File: config.mk
export PLATFORM = sky130hd
export DESIGN_NAME = vgacon_tty_ctrl
export DESIGN_NICKNAME = d
export VERILOG_FILES = /design/src/rtl/vgacon_tty_ctrl.sv
export SDC_FILE = /design/constraint.sdc
export NUM_CORES = 1
export LEC_CHECK = 0
export CORE_MARGIN = 10
export CORE_UTILIZATION = 40
export CTS_BUF_LIST = sky130_fd_sc_hd__clkbuf_16
export DETAILED_ROUTE_END_ITERATION = 8
export PLACE_DENSITY_LB_ADDON = 0.2
export SLEW_MARGIN = 20
export SYNTH_ARGS = -nofsm -noshare
export SYNTH_HDL_FRONTEND = slang
export SYNTH_SLANG_ARGS = --single-unit
File: constraint.sdc
create_clock -name clk -period 4.05 [get_ports clk]
set_input_delay 0.6075 -clock clk [delete_from_list [all_inputs] [get_ports clk]]
set_output_delay 0.6075 -clock clk [all_outputs]
set_load 0.05 [all_outputs]
File: src/rtl/vgacon_tty_ctrl.sv
// Terminal-style sequencer for the VGA console text buffer: cursor tracking, cell writes, scroll and clear.
// Optional macro VGACON_AUTOWRAP_EN: a printable written in the last column wraps to a new line.
module vgacon_tty_ctrl #(
  parameter int NUM_ROWS = 3,
  parameter int NUM_COLS = 10,
  parameter int ADDR_W   = 5
) (
  input  logic              clk,
  input  logic              rst,
  input  logic              cmd_valid,
  input  logic [8:0]        cmd_data,
  output logic              cmd_ready,
  output logic              buf_we,
  output logic [ADDR_W-1:0] buf_waddr,
  output logic [8:0]        buf_wdata,
  output logic [ADDR_W-1:0] buf_raddr,
  input  logic [8:0]        buf_rdata,
  output logic [1:0]        cursor_row,
  output logic [3:0]        cursor_col
);

  localparam logic [8:0]        SPACE     = 9'h020;
  localparam logic [3:0]        COL_LAST  = 4'(NUM_COLS - 1);
  localparam logic [1:0]        ROW_LAST  = 2'(NUM_ROWS - 1);
  localparam logic [ADDR_W-1:0] COPY_LAST = ADDR_W'((NUM_ROWS - 1) * NUM_COLS - 1);
  localparam logic [ADDR_W-1:0] CELL_LAST = ADDR_W'(NUM_ROWS * NUM_COLS - 1);
  localparam logic [ADDR_W-1:0] ROW_SPAN  = ADDR_W'(NUM_COLS);

  typedef enum logic [1:0] {IDLE, SCROLL_COPY, SCROLL_CLEAR, CLEAR} state_t;

  state_t            state, state_nx;
  logic [ADDR_W-1:0] cnt, cnt_nx;
  logic [1:0]        row_nx;
  logic [3:0]        col_nx;
  logic              we_nx;
  logic [ADDR_W-1:0] waddr_nx;
  logic [8:0]        wdata_nx;
  logic [ADDR_W-1:0] cur_addr;
  logic [6:0]        code;
  logic              accept;
  logic              printable;
  logic              newline;

  assign cmd_ready = (state == IDLE);
  assign accept    = cmd_valid & cmd_ready;
  assign code      = cmd_data[6:0];
  assign printable = (code >= 7'h20) && (code <= 7'h7E);
  assign cur_addr  = ADDR_W'(cursor_row) * ROW_SPAN + ADDR_W'(cursor_col);
  // Reads run one row ahead of the registered writes, so sources are read before being overwritten.
  assign buf_raddr = (state == SCROLL_COPY) ? cnt + ROW_SPAN : '0;

  always_comb begin
    state_nx = state;
    cnt_nx   = cnt;
    row_nx   = cursor_row;
    col_nx   = cursor_col;
    we_nx    = 1'b0;
    waddr_nx = buf_waddr;
    wdata_nx = buf_wdata;
    newline  = 1'b0;
    case (state)
      IDLE: begin
        if (accept) begin
          if (printable) begin
            we_nx    = 1'b1;
            waddr_nx = cur_addr;
            wdata_nx = cmd_data;
            if (cursor_col == COL_LAST) begin
`ifdef VGACON_AUTOWRAP_EN
              col_nx  = 4'd0;
              newline = 1'b1;
`endif
            end else begin
              col_nx = cursor_col + 4'd1;
            end
          end else begin
            case (code)
              7'h0A: newline = 1'b1;
              7'h0D: col_nx = 4'd0;
              7'h08: begin
                if (cursor_col != 4'd0) begin
                  col_nx   = cursor_col - 4'd1;
                  we_nx    = 1'b1;
                  waddr_nx = cur_addr - ADDR_W'(1);
                  wdata_nx = SPACE;
                end
              end
              7'h0C: begin
                state_nx = CLEAR;
                cnt_nx   = '0;
                row_nx   = 2'd0;
                col_nx   = 4'd0;
              end
              default: ;
            endcase
          end
          if (newline) begin
            if (cursor_row != ROW_LAST) begin
              row_nx = cursor_row + 2'd1;
            end else begin
              col_nx   = 4'd0;
              state_nx = SCROLL_COPY;
              cnt_nx   = '0;
            end
          end
        end
      end
      SCROLL_COPY: begin
        we_nx    = 1'b1;
        waddr_nx = cnt;
        wdata_nx = buf_rdata;
        cnt_nx   = cnt + ADDR_W'(1);
        if (cnt == COPY_LAST) state_nx = SCROLL_CLEAR;
      end
      SCROLL_CLEAR, CLEAR: begin
        we_nx    = 1'b1;
        waddr_nx = cnt;
        wdata_nx = SPACE;
        if (cnt == CELL_LAST) begin
          state_nx = IDLE;
          cnt_nx   = '0;
        end else begin
          cnt_nx = cnt + ADDR_W'(1);
        end
      end
      default: state_nx = IDLE;
    endcase
  end

  always_ff @(posedge clk) begin
    if (rst) begin
      state      <= IDLE;
      cnt        <= '0;
      cursor_row <= 2'd0;
      cursor_col <= 4'd0;
      buf_we     <= 1'b0;
      buf_waddr  <= '0;
      buf_wdata  <= 9'h000;
    end else begin
      state      <= state_nx;
      cnt        <= cnt_nx;
      cursor_row <= row_nx;
      cursor_col <= col_nx;
      buf_we     <= we_nx;
      buf_waddr  <= waddr_nx;
      buf_wdata  <= wdata_nx;
    end
  end

endmodule

* Word-level counts from Yosys, hierarchy flattened *
Index checks and enable logic that the tools add are counted.

cells by class
  add/sub/neg operators = 7
  multipliers = 1
  magnitude comparators = 2
  equal/unequal tests = 16
  multiplexer cells = 45
  bitwise logic cells = 1
  reductions and logical operators = 9

operator list
  operator               count
  $mux W5                11
  $mux W9                4
  $eq A7 B4 Y1 const B   4
  $pmux W9 S3            1
  $mux W2                11
  $mux W4                5
  $pmux W5 S3            1
  $eq A5 B5 Y1 const B   2
  $pmux W5 S2            1
  $mux W1                8
  $pmux W4 S2            1
  $ge A7 B6 Y1 const B   1
  $le A7 B7 Y1 const B   1
  $ne A3 B1 Y1 const B   2
  $pmux W2 S3            1
  $reduce_and A3 Y1      2
  $add A5 B1 Y5 const B  1
  $add A5 B4 Y5          1
  $add A5 B4 Y5 const B  1
  $sub A5 B1 Y5 const B  1
  $add A4 B1 Y4 const B  1
  $eq A2 B2 Y1 const B   2
  $eq A4 B4 Y1 const B   1
  $mul A2 B3 Y4 const B  1
  other kinds (13)       16

storage, ports and cells
  flip-flop bits (word level) = 28
  logic and storage cells = 88

* Longest topological paths before layout *
Gate-level depths: netlist of the first run.

  depth in word-level cells = 8
  mapped depth = 8
  depth with buffers taken out = 7

* Least setup slack after synthesis of the first run *
Ideal clock, no wire load.

  kind = reg2reg
  from = reg cursor_col[0]
  to = reg buf_wdata[6]
  arrival = 2.273 ns
  setup slack = 1.681 ns
  stages on the path, launching flop included = 9
  clock period less this slack = 2.369 ns
  path through = dfxtp_1 inv_1 ha_1 or3b_2 nand3_2 a21bo_2 and2_1 buf_6 o41ai_2

on the way
  cells in the longest elaborated chain, start to end = 3

ends and longest elaborated chain
  element                      RTL line  text
  start: declaration           19        output logic [3:0] cursor_col
  start signal: assignment     143       cursor_col <= col_nx;
  $reduce_bool A4 Y1           81        if (cursor_col != 4'd0) begin
  $ne A3 B1 Y1 (no line)       n/a
  $reduce_and A3 Y1 (no line)  n/a
  end signal: assignment       146       buf_wdata <= wdata_nx;
  end: declaration             15        output logic [8:0] buf_wdata,

Every way passes these cells.
A chain may end at the register's enable or synchronous reset.

* Worst setup path after layout of the first run *
  from = reg state[0]
  to = out buf_raddr[0]

on the way
  cells in the longest elaborated chain, start to end = 2

ends and longest elaborated chain
  element                   RTL line  text
  start: declaration        31        state_t state, state_nx;
  start signal: assignment  140       state <= state_nx;
  $eq A2 B1 Y1              50        assign buf_raddr = (state == SCROLL_COPY) ? cnt + ROW_SPAN : '0;
  $mux W5                   50
  end: declaration          16        output logic [ADDR_W-1:0] buf_raddr,

Every way passes these cells.

==> out/qor.yml, run 1 <==
grt:
  grt_overflow: 0
  grt_max_degree: 30
  antenna_found_initial: 0
  track_usage: 0.127
  grt_pass1_wl_um: 8890
  grt_pass1_vias: 1881
setup_path:
  r2r-start: "cursor_col[0]"
  required_ps: 3440
  worst-setup-path-type: "reg2out"
  end_kind: "output port"
  start_kind: "register"
  reg2reg_slack_ps: 1640
  ff2ff_path_depth: 7
  crit_path_max_fanout: 10
  regToRegEndpoint: "buf_wdata[8]"
  cp.arrival_ps: 2390
synthesis:
  yosysWarnings: 0
  yosysTopAreaCellShare: 0.287
  synthArstFlopShare: 0
  netlist_area_um2: 1960
  synth_edf_count: 0
  avgSynthCellArea_um2: 8.54
  yosysSeqAreaShare: 0.287
  syn_inst: 229
  ys.flop_type: "dfxtp_1"
  yosys.area.top_type: "dfxtp_1"
  yosysUniqueCellTypes: 60
  synth_area_leaders: "dfxtp_1 (29%), ha_1 (6.4%), a21oi_1 (3.8%)"
  synth_seq_cells: 28
  synth.net_count: 261
final_layout:
  seq_area_um2: 561
  num-fill-cells: 448
  multiInputGateArea_um2: 1290
  num_antenna_cells: 0
  layout-drive-gt1-share: 0.0717
  fin_nets: 298
  areaGrowthSynthToFinish_pct: 29.2
  final_util: 0.535
  final_common_cell: "clkdlybuf4s50_1"
  final_cell_mix: "clkdlybuf4s50_1 (47), dfxtp_1 (28), nor2_1 (16)"
flow_run:
  maxCapViolCount: 0
clock_network:
  cts_tree: "yes"
  numClockSinks: 28
  clk_pin_slew_ps: 70
  clk_latency_ps: 260
  postCtsSetupBuffers: 0
  numCtsBuffers: 3
  post_cts_hold_buffer_count: 0
  cts-htree-levels: 1
  clock-root-buffer: "clkbuf_16"
  post_cts_resized: 0
  cts_max_path_buffers: 2
floorplanning:
  die_h_um: 89.9
  initial_utilization: 0.414
  die_area_um2: 8090
  die_width_um: 89.9
  io_pins: 48
  coreArea_um2: 4720
  row_count: 25
placed_design:
  portBuffers: 47
  dp_hpwl_um: 4050
  place_congestion: 0.905
drt:
  drt-pass1-iter-count: 4
  vias: 1919
  vias_per_cell: 5.78
  ant_nets: 0
  totalWireLength_um: 5380
  drc: 0
  wl_per_cell_um: 16.2
  drtIter0Drc: 89
min_path:
  hold_path_class: "reg2reg"
  hold_start: "buf_wdata[5]"
  min_path_cells: 2
  worstHoldEndpoint: "buf_wdata[5]"
timing:
  finalSetupViolCount: 0
  setup-tns-final_ps: 0
  slew_headroom: 0.433
  rsz0062_at_grt: "no"
  period_share: 0.740
  hold_viol: 0
  drv_slew: 0
  tightest_slew_ps: 848
  skew_ps: 4.81
  period_minus_slack_ps: 3000
  max_freq_mhz: 333
status:
  status: "complete, no violations"
power:
  vdd_ir_drop_max_mv: 0.211
  powerDensity_nw_per_um2: 281
  p_leak_nw: 0.879
registers in the layout (all words and copies together) (netlist names), named ones only:
register	count
cursor_col	4
buf_we	1
cursor_row	1
buf_wdata	9
cnt	5
state	2
buf_waddr	5
cell type report:
type,instances,share of cell area
timing repair buffer,49,0.192
multi-input combinational,176,0.510
sequential,28,0.222
inverter,8,0.0119
clock buffer,3,0.0297
clock inverter,1,0.00149
tap,67,0.0332
cells in the mapped netlist (2+ instances only):
library cell and instances:
nand3b_1 2, ha_1 10, xnor2_1 5, o22ai_1 3, nor3_1 5, nand4b_1 8
dfxtp_1 28, nand2b_1 2, and3_1 4, a32oi_1 8, o21ai_0 7, xor2_1 4
clkbuf_1 10, nand4_1 4, nand3_1 8, buf_1 2, inv_1 8, nand2_1 9
o31ai_1 7, o211ai_1 2, mux2i_1 3, nor2b_1 3, or3_1 2, a21oi_1 15
and2_1 7, a211oi_1 8, nor3_2 2, buf_2 4, a22oi_1 3, nor2_1 16
layer usage:
metal	global-route usage	part of all wire	vias to the layer above
li1	-	-	951
met1	0.161	0.46	920
met2	0.207	0.47	46
met3	0.0416	0.063	2
met4	0.0199	0.0050	0
met5	0	0	-
where the power goes:
part | switching (W) | internal (W) | leakage, nW | total (W)
clock | 0.0000979 | 0.000133 | 0.0385 | 0.000230
combinational | 0.000107 | 0.0000732 | 0.612 | 0.000180
sequential | 0.0000118 | 0.000288 | 0.228 | 0.000299
total | 0.000217 | 0.000493 | 0.879 | 0.000710
worst max-delay path by stage:
stage / slack [ps] / depth (start not counted) / end / start
6_report: 1050 / 3 / buf_raddr[0] / state[0]
5_1_grt: 860 / 3 / buf_raddr[0] / state[0]
4_1_cts: 1010 / 3 / buf_raddr[2] / state[0]
3_5_place_dp: 1120 / 6 / buf_wdata[8] / cmd_data[0]
3_3_place_gp: 1210 / 6 / buf_wdata[8] / cmd_data[0]
2_1_floorplan: 1680 / 8 / buf_wdata[6] / cursor_col[0]
kinds of logic after synthesis:
group	synth area share
fa+ha+maj	0.0742
compound gates	0.263
simple gates	0.266
xor+xnor	0.0403
mux	0.0154
buf+inv	0.0544
flops	0.287
critical path: stages (launching register included):
cell,delay (ps)
dfxtp_1,440
nor2b_1,650
and2_1,220
clkdlybuf4s50_1,810
stage by stage:
step	total power (W)	instances	cell area, um2	hold slack [ps]	setup WS [ps]
floorplan	0.000422	229	1960	494	1680
global placement	0.000485	328	2450	457	1210
detailed placement	0.000486	328	2450	467	1120
CTS	0.000714	332	2530	473	1010
global route	0.000737	332	2530	506	860
finish	0.000710	332	2530	468	1050
(Power assumes the default switching activity.)
==> inputs of run 2 (changes only) <==
==> constraint.sdc (replaced) <==
create_clock -name clk -period 2.6 [get_ports clk]
set_input_delay 0.39 -clock clk [delete_from_list [all_inputs] [get_ports clk]]
set_output_delay 0.39 -clock clk [all_outputs]
set_load 0.05 [all_outputs]
==> out/qor.yml, run 2 (synthesis gave the netlist of run 1 again) <==
setup_path:
  end_kind: "output port"
  slowest_stage: "clkdlybuf4s50_1"
  cp_cell_sequence: "ha_1, xor2_1, nor2_1, clkdlybuf4s50_1"
  required_ps: 2210  # -1230 ps
  crit_path_max_fanout: 7  # -3
  max_stage_delay_ps: 800  # about the same
  worst-setup-path-type: "reg2out"
  start_kind: "register"
  cp.arrival_ps: 1930  # -460 ps
  reg2reg_slack_ps: 470  # -1170 ps
timing:
  tightest_slew_ps: 553  # -295 ps
  period_minus_slack_ps: 2320
  period_share: 0.893
  finalSetupViolCount: 0  # unchanged
  skew_ps: 3.21  # -1.60 ps
  hold_viol: 0  # unchanged
  setup-tns-final_ps: 0  # unchanged
  max_freq_mhz: 431
  rsz0062_at_grt: "no"
  slew_headroom: 0.629  # +0.197
  drv_slew: 0  # unchanged
floorplanning:
  die_area_um2: 8090  # unchanged
  row_count: 25  # unchanged
  die_width_um: 89.9  # unchanged
  initial_utilization: 0.414  # unchanged
  coreArea_um2: 4720  # unchanged
  io_pins: 48  # unchanged
  die_h_um: 89.9  # unchanged
power:
  p_leak_nw: 0.937  # +6.7%
  powerDensity_nw_per_um2: 428  # +52%
  vdd_ir_drop_max_mv: 0.302  # +43%
final_layout:
  final_util: 0.551  # +0.0162
  num_antenna_cells: 0  # unchanged
  biggestRegsByFlops: "buf_wdata: 9 flops, buf_waddr: 5 flops, cnt: 5 flops"
  fin_nets: 308  # +3.4%
  layout-drive-gt1-share: 0.117  # +0.0451
  num-fill-cells: 446  # -0.45%
  final_common_cell: "clkdlybuf4s50_1"
  areaGrowthSynthToFinish_pct: 33.1
  seq_area_um2: 561  # unchanged
  largest_register_ffs: 9  # unchanged
  final_cell_mix: "clkdlybuf4s50_1 (44), dfxtp_1 (28), nor2_1 (16)"
  multiInputGateArea_um2: 1290  # unchanged
  largest_register: "buf_wdata"
status:
  status: "complete, no violations"
clock_network:
  numCtsBuffers: 3  # unchanged
  cts-htree-levels: 1  # unchanged
  clock-root-buffer: "clkbuf_16"
  cts_tree: "yes"
  cts_max_path_buffers: 2  # unchanged
  clk_latency_ps: 260  # about the same
  postCtsSetupBuffers: 0  # unchanged
  post_cts_resized: 0  # unchanged
  post_cts_hold_buffer_count: 0  # unchanged
  numClockSinks: 28  # unchanged
  clk_pin_slew_ps: 70  # about the same
min_path:
  hold_path_class: "reg2reg"
grt:
  grt_max_degree: 37  # +23%
  antenna_found_initial: 0  # unchanged
  grt_overflow: 0  # unchanged
  grt_pass1_wl_um: 9290  # +4.5%
  grt_pass1_vias: 1900  # +1.0%
  track_usage: 0.132  # +0.00488
drt:
  ant_nets: 0  # unchanged
  wl_per_cell_um: 16.0  # -0.97%
  drtIter0Drc: 120  # +35%
  drt-pass1-iter-count: 4  # unchanged
  vias: 1926  # +0.36%
  totalWireLength_um: 5470  # +1.7%
  vias_per_cell: 5.65  # -2.3%
  drc: 0  # unchanged
placed_design:
  place_congestion: 0.848  # -6.3%
  portBuffers: 47  # unchanged
  dp_hpwl_um: 4150  # +2.4%
flow_run:
  maxCapViolCount: 0  # unchanged
## run 2: cell types whose count changed in the layout (fill, tap and decap cells not counted)
cell             change
buf_4               +12
clkdlybuf4s50_1      -3
buf_12               +1
clkinv_1             -1
## run 2: final cells by class
class	instances	share of cell area
clock buffers	3	0.0288
inverters	8	0.0115
flip-flops and latches	28	0.215
well taps	67	0.0322
repair buffers	59	0.217
multi-input cells	176	0.495
## run 2: critical path, delay by kind of cell (launching register included)
family | cells | cell delay (ps)
fa+ha+maj | 1 | 250
xor+xnor | 1 | 140
flops | 1 | 380
simple gates | 1 | 90
buf+inv | 1 | 800
## run 2: power breakdown
part / switching (W) / internal [W]
Clock: 0.000150 / 0.000205
Combinational: 0.000173 / 0.000123
Sequential: 0.0000151 / 0.000448
Total: 0.000339 / 0.000776
## run 2: path summary, 6_finish.rpt
check                                    from           end  cells past startpoint
worst max-delay path                   cnt[1]  buf_raddr[3]                      4
worst min-delay path             buf_wdata[5]  buf_wdata[5]                      2
worst max register to register  cursor_col[0]  buf_wdata[7]                      7
worst min register to register   buf_wdata[5]  buf_wdata[5]                      2
## run 2: layer usage
metal / wire (um) / part of all wire / vias to the layer above / track usage
met2: 2460 / 0.45 / 41 / 0.205
li1: - / - / 970 / -
met1: 2690 / 0.49 / 910 / 0.177
met5: 0 / 0 / - / 0
met3: 273 / 0.050 / 5 / 0.0374
met4: 41 / 0.0075 / 0 / 0.0279
## run 2: metrics by stage
stage          total power (W)  cells  hold WS, ps  setup WS, ps  cell area, um2
5_1_grt                0.00116    341          510           193            2600
3_5_place_dp          0.000769    338          470          56.4            2530
4_1_cts                0.00112    341          480           265            2600
3_3_place_gp          0.000767    338          458           107            2530
6_report               0.00111    341          476           277            2600
2_1_floorplan         0.000657    229          494           231            1960
==> edit 1: new RTL, config.mk and constraints of run 2 <==
The parameter `ADDR_W` goes from 5 to 6.
--- a/src/rtl/vgacon_tty_ctrl.sv
+++ b/src/rtl/vgacon_tty_ctrl.sv
@@ -4,5 +4,5 @@
   parameter int NUM_ROWS = 3,
   parameter int NUM_COLS = 10,
-  parameter int ADDR_W   = 5
+  parameter int ADDR_W   = 6
 ) (
   input  logic              clk,
Ports: changed (resized buf_raddr and buf_waddr); port bits go from 48 to 50. No check against the original RTL was run, so the function may have changed too.
==> edit 1 against run 2 <==
Sequential cell count increased by 2. Final area increased by 11%. Total power rose by 40%. Worst hold slack worse by 0.014 ns. Count of clock-buffer cells in the layout up 2. Utilization rose by 1.9 points. Setup slack lost 0.064 ns. Area after synthesis rose by 5.0%. Fmax is 2.7% lower. Routed wire length grew 15%. Final cell count rose by 12%. Critical endpoint unchanged. Largest cell class unchanged.
==> edit 1: results (changes against run 2) <==
<table>
<tr><th>Metric</th><th>Value</th></tr>
<tr><th colspan="2">Synthesis</th></tr>
<tr><td>Synthesized net count</td><td>284 (+8.8%)</td></tr>
<tr><td>Largest cells by area after synthesis</td><td>sky130_fd_sc_hd__dfxtp_1, sky130_fd_sc_hd__ha_1, sky130_fd_sc_hd__nor3_1, sky130_fd_sc_hd__nor2_1, sky130_fd_sc_hd__a21oi_1</td></tr>
<tr><td>Count of distinct cell types in the synthesized netlist</td><td>61 (+1.7%)</td></tr>
<tr><td>Portion of the post-synthesis area used by sequential elements</td><td>0.293 (+0.00588)</td></tr>
<tr><th colspan="2">Global route</th></tr>
<tr><td>GRT Total Usage</td><td>0.150 (+0.0180)</td></tr>
<tr><td>Number of global-route vias before repair</td><td>2,076 (+9.3%)</td></tr>
<tr><td>Pin count of the biggest net entering global routing</td><td>20 (-46%)</td></tr>
<tr><td>Wire length of the first global-routing pass</td><td>10,500 um (+13%)</td></tr>
<tr><th colspan="2">Power and ir drop</th></tr>
<tr><td>Cell leakage power</td><td>1.10 nW (+17%)</td></tr>
<tr><th colspan="2">STA</th></tr>
<tr><td>Actual slew at the worst max-slew pin</td><td>0.542 ns (-0.0116 ns)</td></tr>
<tr><td>Setup clock skew after layout</td><td>0.00335 ns (+0.000145 ns)</td></tr>
<tr><th colspan="2">Placement</th></tr>
<tr><td>Placed inst area</td><td>2690 sq um (+6.3%)</td></tr>
<tr><td>Detailed Place HPWL</td><td>4820 um (+16%)</td></tr>
<tr><td>Routability congestion estimate from global placement</td><td>0.875 (+3.1%)</td></tr>
<tr><td>Worst slack, placed</td><td>0.0863 ns (+0.0299 ns)</td></tr>
<tr><th colspan="2">Cells and area</th></tr>
<tr><td>Nets@finish</td><td>342 (+11%)</td></tr>
<tr><td>Layout cells sized above 1</td><td>0.135 (+0.0183)</td></tr>
<tr><th colspan="2">Clocking</th></tr>
<tr><td>Clock input transition at the sequential cells of the worst setup and hold paths</td><td>0.05 ns (-0.02 ns)</td></tr>
<tr><td>Number of clock buffers inserted by TritonCTS</td><td>5 (+2)</td></tr>
<tr><td>CTS H-tree depth</td><td>2 (+1)</td></tr>
<tr><th colspan="2">Route</th></tr>
<tr><td>Pre-antenna DRT Iters</td><td>5 (+1)</td></tr>
<tr><th colspan="2">Worst setup path</th></tr>
<tr><td>Reg-to-reg endpoint</td><td>buf_waddr[5]$_SDFFE_PP0P_</td></tr>
<tr><td>Worst Path Arrival</td><td>2.00 ns (+0.07 ns)</td></tr>
<tr><td>Startpoint of the most critical register-to-register path</td><td>cursor_col[1]$_SDFFE_PP0P_</td></tr>
<tr><td>Setup slack of the worst register-to-register path</td><td>0.28 ns (-0.19 ns)</td></tr>
<tr><th colspan="2">Status</th></tr>
<tr><td>Status</td><td>complete, no violations</td></tr>
<tr><th colspan="2">Min path</th></tr>
<tr><td>Hold Crit Endpoint</td><td>buf_waddr[0]$_SDFFE_PP0P_</td></tr>
</table>
==> edit 1: cell count changes in the layout (fill, tap and decap cells not counted), sizes merged, moves of 3 or more <==
cell and change:
a222oi +7, a31oi +3, a32oi -8, buf +7, nand2 +7, nand4b -8
nor2 +6, nor3 +14, nor4 +4, o31ai -7, xnor2 -4, xor2 +4
==> edit 1: stage by stage <==
step	hold WS, ns	std cells
after floorplan	0.503	252
after global placement	0.453	373
after detailed placement	0.461	373
after CTS	0.466	381
after global routing	0.495	381
final	0.462	381
==> edit 1: metal layers <==
| metal | track usage | up-vias | routed length (um) |
|---|---|---|---|
| met2 | 0.239 | 73 | 3010 |
| met5 | 0 | - | 0 |
| met4 | 0.0587 | 0 | 92 |
| met3 | 0.0416 | 9 | 432 |
| met1 | 0.186 | 1027 | 2780 |
| li1 | - | 1072 | - |
==> edit 1: worst register-to-register path, cell delays in order (launching register included) <==
cell and delay [ns]:
sky130_fd_sc_hd__dfxtp_1 0.47, sky130_fd_sc_hd__ha_1 0.26, sky130_fd_sc_hd__fa_1 0.48, sky130_fd_sc_hd__nor3_1 0.30, sky130_fd_sc_hd__nor2b_1 0.21, sky130_fd_sc_hd__o211ai_1 0.12
sky130_fd_sc_hd__xor2_1 0.17, sky130_fd_sc_hd__a211oi_1 0.22
==> edit 1: worst max-delay path by stage <==
stage / startpoint / endpoint / slack, ns / cells after the start
floorplan: cursor_col[1]$_SDFFE_PP0P_ / buf_waddr[5]$_SDFFE_PP0P_ / 0.19 / 7
global placement: cmd_data[5] / cursor_col[1]$_SDFFE_PP0P_ / 0.11 / 6
detailed placement: cmd_data[5] / cursor_col[1]$_SDFFE_PP0P_ / 0.09 / 6
CTS: cnt[2]$_SDFFE_PP0P_ / buf_raddr[3] / 0.21 / 4
global route: cnt[1]$_SDFFE_PP0P_ / buf_raddr[3] / 0.10 / 4
finish: cnt[2]$_SDFFE_PP0P_ / buf_raddr[3] / 0.21 / 4
==> edit 1: area by class of cell <==
type	instances	area [sq um]
Clock buffer	5	125
Clock inverter	3	63.8
Fill cell	478	2160
Inverter	7	26.3
Multi-Input combinational cell	199	1360
Sequential cell	30	601
Tap cell	70	87.6
Timing Repair Buffer	67	616
==> edit 1: kinds of logic (layout without fill, tap and decap cells) <==
group | count (synthesis) | after routing | synth area share
buffers and inverters | 23 | 82 | 0.0457
AND/OR/NAND/NOR | 108 | 108 | 0.293
flip-flops | 30 | 30 | 0.293
adder cells (fa/ha/maj) | 11 | 11 | 0.0707
XOR/XNOR | 9 | 9 | 0.0384
AO/OA/AOI/OAI | 69 | 69 | 0.250
multiplexers | 2 | 2 | 0.00975
==> edit 1: report_power, final <==
group          switching (W)  internal [W]
clock               0.000217      0.000545
combinational       0.000181      0.000125
sequential         0.0000137      0.000481
total               0.000413       0.00115
==> edit 2: new RTL, config.mk and constraints of run 2 <==
Made on the original files. Re-encode `state_t` (4 states) as one-hot, 4 bits wide.
--- a/src/rtl/vgacon_tty_ctrl.sv
+++ b/src/rtl/vgacon_tty_ctrl.sv
@@ -27,5 +27,5 @@
   localparam logic [ADDR_W-1:0] ROW_SPAN  = ADDR_W'(NUM_COLS);
 
-  typedef enum logic [1:0] {IDLE, SCROLL_COPY, SCROLL_CLEAR, CLEAR} state_t;
+  typedef enum logic [3:0] {IDLE = 4'b0001, SCROLL_COPY = 4'b0010, SCROLL_CLEAR = 4'b0100, CLEAR = 4'b1000} state_t;
 
   state_t            state, state_nx;
Formal check against the unedited RTL: same outputs for any inputs over 10 cycles, from zero or initial values and one cycle with rst high; not proved beyond that.
==> edit 2 against run 2 <==
Final area grew 8.8%. Clock power grew 48%. Setup slack lost 0.039 ns. Utilization grew 0.34 points. Routed wire length grew 18%. Largest power group is now clock. Clock skew is essentially flat. Highest routed layer unchanged. Combinational power grew 38%. Area after synthesis grew 7.6%. Total power grew 30%. Sequential cell count grew 2.
==> edit 2: results (changes against run 2) <==
<table>
<tr><th>Metric</th><th>Value</th></tr>
<tr><th colspan="2">Global route</th></tr>
<tr><td>GRT Total Usage</td><td>0.155 (+0.0230)</td></tr>
<tr><td>Grt met3 use</td><td>0.0379 (+0.000527)</td></tr>
<tr><th colspan="2">Route</th></tr>
<tr><td>Vias post-DR</td><td>2,179 (+13%)</td></tr>
<tr><th colspan="2">Synthesis</th></tr>
<tr><td>Synthesized net count</td><td>287 (+10%)</td></tr>
<tr><td>Xor and xnor area share after synthesis</td><td>0.0333 (-0.00701)</td></tr>
<tr><td>Portion of the post-synthesis area used by sequential elements</td><td>0.285 (-0.00125)</td></tr>
<tr><td>Number of synthesized register bits</td><td>30 (+7.1%)</td></tr>
<tr><td>Largest cells by area after synthesis</td><td>sky130_fd_sc_hd__dfxtp_1, sky130_fd_sc_hd__ha_1, sky130_fd_sc_hd__a211oi_1, sky130_fd_sc_hd__a21oi_1, sky130_fd_sc_hd__inv_1</td></tr>
<tr><th colspan="2">Power and ir drop</th></tr>
<tr><td>Cell leakage power</td><td>1.11 nW (+18%)</td></tr>
<tr><td>Comb. pwr</td><td>0.000408 W (+38%)</td></tr>
<tr><td>Sw Ratio</td><td>0.319 (+0.0147)</td></tr>
<tr><th colspan="2">Status</th></tr>
<tr><td>Status</td><td>complete, no violations</td></tr>
<tr><th colspan="2">Cells and area</th></tr>
<tr><td>Non-CTS inverters</td><td>21 (+13)</td></tr>
<tr><td>Share of final layout cell area taken by clock buffers and inverters</td><td>0.0455 (+0.0167)</td></tr>
<tr><td>Nets@finish</td><td>340 (+10%)</td></tr>
<tr><td>Fill cell instance count of the final layout</td><td>505 (+13%)</td></tr>
<tr><td>Register area</td><td>601 sq um (+7.1%)</td></tr>
<tr><td>Non-CTS buffers</td><td>62 (+5.1%)</td></tr>
<tr><td>Area of the multi-input gates</td><td>1340 sq um (+3.9%)</td></tr>
<tr><td>Share of cell area taken by multi-input logic gates</td><td>0.473 (-0.0223)</td></tr>
<tr><td>Total number of multi-input combinational cells</td><td>188 (+6.8%)</td></tr>
<tr><th colspan="2">Clocking</th></tr>
<tr><td>Clock input transition at the sequential cells of the worst setup and hold paths</td><td>0.05 ns (-0.02 ns)</td></tr>
<tr><td>CTS H-tree depth</td><td>2 (+1)</td></tr>
<tr><th colspan="2">Placement</th></tr>
<tr><td>Detailed Place HPWL</td><td>4830 um (+17%)</td></tr>
<tr><td>Instance count after placement with tap cells included</td><td>371 (+9.8%)</td></tr>
</table>
## edit 2: cell count changes after synthesis, sizes merged, moves of 5 or more
| cell | before | now |
|---|---|---|
| o31ai | 7 | 1 |
| nand4b | 8 | 0 |
| a211oi | 8 | 15 |
| inv | 8 | 20 |
| o21ai | 8 | 18 |
| a222oi | 0 | 7 |
| a32oi | 8 | 1 |
| nand2 | 9 | 14 |
## edit 2: worst max-delay path, cell delays in order (launching register included)
cell	delay, ns
sky130_fd_sc_hd__dfxtp_1	0.36
sky130_fd_sc_hd__inv_1	0.10
sky130_fd_sc_hd__ha_1	0.24
sky130_fd_sc_hd__inv_1	0.08
sky130_fd_sc_hd__o311ai_1	0.60
sky130_fd_sc_hd__a21oi_2	0.14
sky130_fd_sc_hd__nor2_1	0.51
sky130_fd_sc_hd__a211oi_1	0.18
## edit 2: routing by layer
layer  up-vias  wire [um]  share of wire
met5         -          0              0
met3         7        423          0.065
li1       1088          -              -
met2        61       2980           0.46
met1      1023       3000           0.46
met4         0         51         0.0079
